## config.mk

```make
export PLATFORM = sky130hd
export DESIGN_NAME = pipe_stage_skid
export DESIGN_NICKNAME = d
export VERILOG_FILES = /design/src/rtl/pipe_stage_skid.sv
export SDC_FILE = /design/constraint.sdc
export NUM_CORES = 1
export LEC_CHECK = 0
export CAP_MARGIN = 30
export CORE_ASPECT_RATIO = 0.7
export CORE_MARGIN = 2
export CORE_UTILIZATION = 50
export CTS_CLUSTER_SIZE = 14
export DETAILED_ROUTE_END_ITERATION = 16
export PLACE_DENSITY = 0.81
export SYNTH_ARGS = -nofsm -noshare
export SYNTH_HDL_FRONTEND = slang
export SYNTH_SLANG_ARGS = --single-unit
```

## constraint.sdc

```tcl
create_clock -name clk -period 2.3 [get_ports clk]
set_input_delay 0.46 -clock clk [delete_from_list [all_inputs] [get_ports clk]]
set_output_delay 0.46 -clock clk [all_outputs]
set_load 0.05 [all_outputs]
```

## src/rtl/pipe_stage_skid.sv

```systemverilog
// Elastic valid/ready pipeline stage with a two-entry skid buffer.
// in_ready is decoded from the state register only, so upstream never sees a combinational path from out_ready.
module pipe_stage_skid #(
    parameter int unsigned           DATA_WIDTH          = 64,
    parameter int unsigned           CTRL_WIDTH          = 8,
    parameter logic [CTRL_WIDTH-1:0] CTRL_BUBBLE         = '0,
    parameter bit                    CLEAR_DATA_ON_FLUSH = 1'b0,
    parameter int unsigned           CNT_WIDTH           = 16
) (
    input  logic                  clk,
    input  logic                  reset_n,
    input  logic                  flush,
    input  logic                  in_valid,
    output logic                  in_ready,
    input  logic [DATA_WIDTH-1:0] in_data,
    input  logic [CTRL_WIDTH-1:0] in_ctrl,
    output logic                  out_valid,
    input  logic                  out_ready,
    output logic [DATA_WIDTH-1:0] out_data,
    output logic [CTRL_WIDTH-1:0] out_ctrl,
    output logic [1:0]            occupancy,
    output logic [CNT_WIDTH-1:0]  stall_count
);

    // Encoding equals the number of held entries.
    typedef enum logic [1:0] {
        ST_EMPTY = 2'd0,
        ST_ONE   = 2'd1,
        ST_FULL  = 2'd2
    } state_e;

    localparam logic [CNT_WIDTH-1:0] CNT_MAX = '1;

    state_e                state;
    logic [DATA_WIDTH-1:0] main_data;
    logic [DATA_WIDTH-1:0] skid_data;
    logic [CTRL_WIDTH-1:0] main_ctrl;
    logic [CTRL_WIDTH-1:0] skid_ctrl;
    logic                  accept;
    logic                  drain;

    assign in_ready  = (state != ST_FULL);
    assign out_valid = (state != ST_EMPTY);
    assign accept    = in_valid & in_ready;
    assign drain     = out_valid & out_ready;
    assign occupancy = 2'(state);
    assign out_data  = main_data;
    assign out_ctrl  = out_valid ? main_ctrl : CTRL_BUBBLE;

    // NOTE: all state below uses non-blocking assignments so every register samples pre-edge values.
    always_ff @(posedge clk or negedge reset_n) begin
        if (!reset_n) begin
            // NOTE: the payload registers are reset too, so out_data reads 0 rather than X after reset.
            state     <= ST_EMPTY;
            main_data <= '0;
            main_ctrl <= CTRL_BUBBLE;
            skid_data <= '0;
            skid_ctrl <= CTRL_BUBBLE;
        end else if (flush) begin
            // Flush wins over any same-cycle accept/drain; the accepted beat is discarded.
            state <= ST_EMPTY;
            if (CLEAR_DATA_ON_FLUSH) begin
                main_data <= '0;
                skid_data <= '0;
            end
        end else begin
            unique case (state)
                ST_EMPTY: begin
                    if (accept) begin
                        state     <= ST_ONE;
                        main_data <= in_data;
                        main_ctrl <= in_ctrl;
                    end
                end
                ST_ONE: begin
                    if (accept && !drain) begin
                        state     <= ST_FULL;
                        skid_data <= in_data;
                        skid_ctrl <= in_ctrl;
                    end else if (accept && drain) begin
                        main_data <= in_data;
                        main_ctrl <= in_ctrl;
                    end else if (drain) begin
                        state <= ST_EMPTY;
                    end
                end
                ST_FULL: begin
                    if (drain) begin
                        state     <= ST_ONE;
                        main_data <= skid_data;
                        main_ctrl <= skid_ctrl;
                    end
                end
                default: state <= ST_EMPTY;
            endcase
        end
    end

    // Saturating stall counter; flush deliberately leaves it alone.
    always_ff @(posedge clk or negedge reset_n) begin
        if (!reset_n) begin
            stall_count <= '0;
        end else if (in_valid && !in_ready && (stall_count != CNT_MAX)) begin
            stall_count <= stall_count + CNT_WIDTH'(1);
        end
    end

endmodule
```

### Word-level counts from Yosys, hierarchy flattened

Cells that the tools add are included.

| storage, ports and cells | value |
|---|---|
| flip-flop bits (word level) | 162 |
| output and inout bits | 92 |

| operators by class | value |
|---|---|
| $add $sub $neg | 1 |
| eq/ne operators | 12 |
| bitwise gates (word level) | 3 |
| reductions and logical operators | 12 |
| multiplexer cells | 18 |

Operator list:

| kind | count |
|---|---|
| $mux 64 | 4 |
| $pmux 64 s3 | 1 |
| $mux 8 | 5 |
| $pmux 8 s3 | 1 |
| $add 16x1->16 const B | 1 |
| $ne 16x16->1 const B | 1 |
| $mux 2 | 6 |
| $ne 2x2->1 const B | 5 |
| $ne 4x4->1 const B | 2 |
| $ne 3x3->1 const B | 2 |
| $pmux 2 s3 | 1 |
| $reduce_and 6->1 | 1 |
| $logic_and 1x1->1 | 4 |
| $reduce_and 4->1 | 1 |
| $reduce_and 3->1 | 1 |
| $reduce_bool 3->1 | 1 |
| $and 1x1->1 | 2 |
| $eq 2x1->1 const B | 1 |
| $eq 2x2->1 const B | 1 |
| $logic_not 1->1 | 2 |
| $logic_not 2->1 | 1 |
| $reduce_bool 2->1 | 1 |
| $not 1->1 | 1 |

### Logic depth before layout (Yosys ltp)

Gate-level depths: netlist of run 1.

| depth | value |
|---|---|
| depth in word-level cells | 7 |
| depth in mapped cells | 6 |
| depth with buffers taken out | 5 |

### Worst setup path before layout of run 1

OpenSTA, ideal clock, no wires.

| timing path | value |
|---|---|
| path kind | register -> output |
| start point | reg state[1], in the netlist occupancy[1] |
| end point | out out_ctrl[0] |
| data required time | 1840 ps |
| buffers on the path | 0 |
| cell stages (with the launch flop) | 3 |
| arrival time | 1693 ps |
| slack | 147 ps |
| path through | dfrtp_1 -> nor2_1 -> nor2b_1 |

| on the way | value |
|---|---|
| longest elaborated chain between the ends | 2 |

RTL lines:

| what | line | source |
|---|---|---|
| from (decl) | 34 | `state_e state;` |
| from (signal assigned) | 54 | `state <= ST_EMPTY;` |
| from (signal assigned) | 61 | `state <= ST_EMPTY;` |
| from (signal assigned) | 70 | `state <= ST_ONE;` |
| $reduce_bool 2->1 | 43 | `assign out_valid = (state != ST_EMPTY);` |
| $mux 8 | 48 | `assign out_ctrl = out_valid ? main_ctrl : CTRL_BUBBLE;` |
| to (decl) | 20 | `output logic [CTRL_WIDTH-1:0] out_ctrl,` |

No other way between the ends.

### Final worst setup path of run 1

| timing path | value |
|---|---|
| start point | reg state[1], in the netlist occupancy[1] |
| end point | out occupancy[1] |

RTL lines:

| what | line | source |
|---|---|---|
| to (decl) | 21 | `output logic [1:0] occupancy,` |

No word-level cell between the ends.

==> results of run 1 <==
[synth_stat cells, drive strengths merged, types with 2 or more instances]
library cell    n  area share (%)
nand4           5            0.60
buf            23             2.2
nor4            2            0.38
a21oi           2            0.14
and2            2            0.17
dfrtp         162              56
mux2          218              35
nand3b          2            0.26
nor2b          11            0.95
nand2           3            0.16
inv             2            0.10
nor3            4            0.43
nand4b          3            0.36
xor2            5            0.60
xnor2           8            0.97
nor2            9            0.50
nand3           7            0.48
[timing repair]
item                                    in CTS  in global routing
resized for setup                            1                  0
hold buffers                                 1                  0
endpoints found under the setup margin       1                  0
endpoints found under the hold margin       48                  0
[routing by layer]
metal	vias up	wire length, µm	global-route usage, %
met1	2302	6750	27.5
li1	2087	-	-
met4	0	237	7.35
met5	-	0	0
met3	20	1190	8.08
met2	125	7370	32.6
[area by class of cell]
cell class	instances	share of cell area, %
Clock buffer	22	4.95
Clock inverter	10	0.576
Inverter	2	0.0767
Multi-Input combinational cell	291	31.2
Sequential cell	162	41.4
Tap cell	190	2.43
Timing Repair Buffer	184	19.3
[worst max-delay path by stage]
| stage | start | endpoint | slack, ns | cells past startpoint |
|---|---|---|---|---|
| after CTS | occupancy[1]$_DFFE_PN0P_ | occupancy[1] | 0.04 | 1 |
| final | occupancy[1]$_DFFE_PN0P_ | occupancy[1] | 0.06 | 1 |
| after floorplan | occupancy[1]$_DFFE_PN0P_ | out_ctrl[0] | 0.15 | 2 |
| after global placement | out_ready | out_data[29]$_DFFE_PN0P_ | 0.07 | 6 |
| after global routing | occupancy[1]$_DFFE_PN0P_ | occupancy[1] | 0.003 | 1 |
| after detailed placement | in_valid | out_data[10]$_DFFE_PN0P_ | 0.04 | 6 |
[state kept, by name, summed over array words and instances (netlist names)]
signal       flops
stall_count     16
out_data        64
skid_ctrl        8
skid_data       64
main_ctrl        8
occupancy        2
[cells by family after synthesis]
| group | share of synthesized area [%] |
|---|---|
| buffers and inverters | 2.32 |
| xor gates and xnor gates | 1.57 |
| muxes | 34.7 |
| AOI/OAI and AO/OA | 0.467 |
| and+or+nand+nor | 4.82 |
| DFF | 56.0 |
| adders and majority gates | 0.173 |
[where the power goes]
group          internal [mW]  switching [mW]
registers               3.49           0.348
clock network           1.48            1.10
logic                   1.18            1.45
[stage by stage]
stage	cell area (µm²)	power (mW)
after floorplan	7240	5.52
after global placement	9230	6.41
after detailed placement	9230	6.53
after CTS	9780	9.13
after global routing	9780	9.47
final	9780	9.06
==> flow_metrics.py, run 1 <==
metrics = {
    "clocking": {
        "numCtsBuffers": 17,
        "clkTransAtPathRegs_ns": 0.06,
        "clockBufferDepth": 2,
        "cts_setup_buffers": 0,
        "root_buffer": "clkbuf_16",
        "cts_tree": "yes",
        "cts.sink_count": 162,
        "cts.htree.levels": 4,
        "clock_latency_ns": 0.42,
    },
    "cells_and_area": {
        "layout-drive-gt1-share_pct": 42.3,
        "syn_to_final_growth_pct": 35.1,
        "final_nets": 736,
        "final_common_cell": "mux2_2",
        "fin_cells": 861,
        "antenna_cells": 0,
        "mostFrequentLayoutCells": "mux2_2, dfrtp_1, clkdlybuf4s50_1",
        "seq_area_um2": 4050,
        "final_util_pct": 69.6,
        "fill_cells": 989,
        "multi_input_area_um2": 3050,
    },
    "timing": {
        "setup_viol": 0,
        "hold_viol": 0,
        "fin_tns_setup_ns": 0,
        "fin_crit_ns": 2.24,
        "rsz0062_at_grt": "false",
        "slew_headroom_pct": 63.8,
        "min_period_over_period_pct": 97.2,
        "tightest_slew_ns": 0.541,
        "whs_ns": 0.492,
        "slew_viol_final": 0,
        "clock_skew_ns": 0.00753,
        "fin_ws_ns": 0.0646,
        "max_freq_mhz": 447,
    },
    "die": {
        "die_x_um": 148,
        "die_area_um2": 15500,
        "io_pins": 169,
        "rows": 36,
        "floorplan.initialDensity_pct": 51.5,
        "dieHeight_um": 105,
        "coreArea_um2": 14100,
    },
    "logic_synthesis": {
        "synthCells": 478,
        "synth_area_um2": 7240,
        "syn_area_per_cell_um2": 15.1,
        "synth.ff_latch_count": 162,
        "ys.warnings.count": 0,
        "async_flop_share_pct": 100,
        "yosysSeqAreaShare_pct": 56.0,
        "synth_cell_types": 37,
        "syn_nets": 556,
        "synth_edf_count": 0,
        "synthFlopType": "dfrtp_1",
    },
    "pwr": {
        "p_per_area_nw_per_um2": 926,
        "peakVddDrop_uv": 503,
        "p_leak_nw": 4.21,
    },
    "detailed_routing": {
        "wl_mm": 15.5,
        "via_per_inst": 5.27,
        "drt-wirelength-per-cell_um": 18.1,
        "final_antenna_net_count": 0,
        "dr.pass1.iters": 4,
        "vias": 4534,
        "first_iter_violations": 153,
        "remaining_drc_errors": 0,
    },
    "critical_path": {
        "arrival_ns": 1.78,
        "path_cells": "clkdlybuf4s50_1",
        "cp_num_buf_inv": 1,
        "start_kind": "flop",
        "worst_ep_required_time_ns": 1.84,
        "r2r_end": "stall_count[1]$_DFFE_PN0P_",
        "cp_top_family": "buffers and inverters",
        "r2r_cells": 5,
        "path_max_fanout": 7,
        "regToRegSetupSlack_ns": 0.38,
        "worstSetupPathType": "reg2out",
        "r2r-start": "stall_count[0]$_DFFE_PN0P_",
        "cp_slowest_cell": "clkdlybuf4s50_1",
        "max_stage_delay_ns": 0.86,
        "end_kind": "output port",
    },
    "place": {
        "dp_hpwl_mm": 10.7,
        "dp.cells": 828,
        "post-place-ws_ns": 0.0405,
        "place_congestion": 0.749,
        "io_buffers": 168,
    },
    "global_route": {
        "grt_pass1_vias": 4906,
        "antenna_found_initial": 0,
        "gr-total-overflow": 0,
        "grt_max_degree": 60,
        "grt_pass1_wl_mm": 25.3,
        "grt.total_usage_pct": 21.1,
    },
    "hold_path": {
        "whs_endpoint": "out_data[22]$_DFFE_PN0P_",
        "hold_class": "reg2reg",
        "min_from": "out_data[22]$_DFFE_PN0P_",
        "worstHoldPathCells": 1,
    },
    "run_status": {
        "status": "complete, no violations",
    },
    "job": {
        "drv_cap": 0,
    },
}
Power figures use the tool's default switching activity.
==> inputs of run 2 (changes only) <==
MAX_ROUTING_LAYER = met4   (was unset)
==> run 2 against run 1 <==
  * Total power up 0.18%
  * Register-to-register slack about the same
  * Sequential power about the same
  * Combinational power about the same
  * Critical path depth unchanged
  * Critical path type unchanged
  * Largest cell class unchanged
==> flow_metrics.py, run 2 (same netlist as run 1, synthesis figures left out) <==
metrics = {
    "global_route": {
        "grt_pass1_wl_mm": 25.3,
        "grt.total_usage_pct": 21.8,
        "gr-total-overflow": 0,
        "antenna_found_initial": 0,
        "grt_max_degree": 60,
        "grt_pass1_vias": 4909,
    },
    "timing": {
        "rsz0062_at_grt": "false",
        "slew_headroom_pct": 63.6,
        "tightest_slew_ns": 0.544,
        "max_freq_mhz": 447,
        "fin_tns_setup_ns": 0,
        "clock_skew_ns": 0.00695,
        "fin_crit_ns": 2.24,
        "setup_viol": 0,
        "min_period_over_period_pct": 97.3,
        "fin_ws_ns": 0.0620,
        "slew_viol_final": 0,
        "hold_viol": 0,
    },
    "pwr": {
        "pwr-share-clk_pct": 28.6,
        "p_seq_share_pct": 42.3,
        "p_per_area_nw_per_um2": 927,
        "totalPowerFinal_mw": 9.07,
        "peakVddDrop_uv": 502,
        "p_leak_nw": 4.21,
        "p_switching_mw": 2.92,
        "p_comb_share_pct": 29.1,
        "switching_share_pct": 32.2,
        "p_int_mw": 6.15,
    },
    "run_status": {
        "status": "complete, no violations",
    },
    "clocking": {
        "cts_tree": "yes",
        "clockBufferDepth": 2,
        "numCtsBuffers": 17,
        "cts.sink_count": 162,
        "cts.htree.levels": 4,
        "clock_latency_ns": 0.42,
        "clkTransAtPathRegs_ns": 0.06,
        "cts_setup_buffers": 0,
        "root_buffer": "clkbuf_16",
    },
    "critical_path": {
        "worst_ep_required_time_ns": 1.84,
        "worstSetupPathType": "reg2out",
        "max_stage_delay_ns": 0.86,
        "path_max_fanout": 7,
        "end_kind": "output port",
        "cp_top_family": "buffers and inverters",
        "cp_slowest_cell": "clkdlybuf4s50_1",
        "path_cells": "clkdlybuf4s50_1",
        "cp_num_buf_inv": 1,
        "start_kind": "flop",
        "arrival_ns": 1.78,
    },
    "cells_and_area": {
        "layout-drive-gt1-share_pct": 42.3,
        "antenna_cells": 0,
        "fin_cells": 861,
        "mostFrequentLayoutCells": "mux2_2, dfrtp_1, clkdlybuf4s50_1",
        "fill_cells": 989,
        "multi_input_area_um2": 3050,
        "final_common_cell": "mux2_2",
        "final_cell_area_um2": 9780,
        "final_nets": 736,
        "seq_area_um2": 4050,
        "syn_to_final_growth_pct": 35.1,
    },
    "die": {
        "rows": 36,
        "io_pins": 169,
        "floorplan.initialDensity_pct": 51.5,
        "coreArea_um2": 14100,
        "die_area_um2": 15500,
        "die_x_um": 148,
        "dieHeight_um": 105,
    },
    "place": {
        "post-place-ws_ns": 0.0405,
        "io_buffers": 168,
        "placed_cell_area_um2": 9230,
        "dp.cells": 828,
        "place_congestion": 0.759,
        "dp_hpwl_mm": 10.7,
    },
    "hold_path": {
        "hold_class": "reg2reg",
    },
    "job": {
        "drv_cap": 0,
    },
    "detailed_routing": {
        "dr.pass1.iters": 4,
        "first_iter_violations": 167,
        "via_per_inst": 5.26,
        "wl_mm": 15.7,
        "remaining_drc_errors": 0,
        "drt-wirelength-per-cell_um": 18.2,
        "vias": 4528,
        "final_antenna_net_count": 0,
    },
}
## run 2: cell counts in the layout (fill, tap and decap cells not counted)
No cell type changed its count.
## run 2: metal layers
layer	global-route usage, %	routed length (µm)
met5	-	0
met2	32.6	7360
met3	7.34	1080
met1	27.7	6960
met4	8.16	255
## run 2: layout make-up
cell class | count | share of cell area, %
Tap cell | 190 | 2.43
Sequential cell | 162 | 41.4
Multi-Input combinational cell | 291 | 31.2
Clock inverter | 10 | 0.576
Clock buffer | 22 | 4.95
Timing Repair Buffer | 184 | 19.3
Inverter | 2 | 0.0767
## run 2: power groups by stage
stage | logic, mW | clock network [mW] | registers (mW)
6_report | 2.64 | 2.60 | 3.84
5_1_grt | 2.77 | 2.79 | 3.91
4_1_cts | 2.66 | 2.63 | 3.84
3_5_place_dp | 2.65 | 0 | 3.87
3_3_place_gp | 2.59 | 0 | 3.83
2_1_floorplan | 0.872 | 0 | 4.65
## run 2: per-stage QoR
step,utilization [%],hold slack (ns)
4_1_cts,69.6,0.497
6_report,69.6,0.495
2_1_floorplan,-,0.164
3_3_place_gp,65.7,0.438
5_1_grt,69.6,0.517
3_5_place_dp,65.7,0.445
## run 2: final timing paths
| kind | startpoint | endpoint | slack [ns] | depth (start not counted) |
|---|---|---|---|---|
| max | occupancy[1]$_DFFE_PN0P_ | occupancy[1] | 0.06 | 1 |
| min | out_data[22]$_DFFE_PN0P_ | out_data[22]$_DFFE_PN0P_ | 0.50 | 1 |
| max reg2reg | stall_count[0]$_DFFE_PN0P_ | stall_count[1]$_DFFE_PN0P_ | 0.38 | 5 |
| min reg2reg | out_data[22]$_DFFE_PN0P_ | out_data[22]$_DFFE_PN0P_ | 0.50 | 1 |
| max in group asynchronous | reset_n | skid_data[63]$_DFFE_PN0P_ | 1.07 | 3 |
| min in group asynchronous | reset_n | stall_count[14]$_DFFE_PN0P_ | 0.55 | 2 |
## run 2: timing repair
action | CTS | global route
hold endpoints to repair | 48 | 0
setup endpoints to repair | 1 | 0
gates resized for setup | 1 | 0
hold buffers | 1 | 0
==> inputs of run 3 (changes only) <==
MAX_ROUTING_LAYER = unset   (was met4)
==> results of run 3 <==
No change in the layout: final DEF, timing and power equal those of run 1.
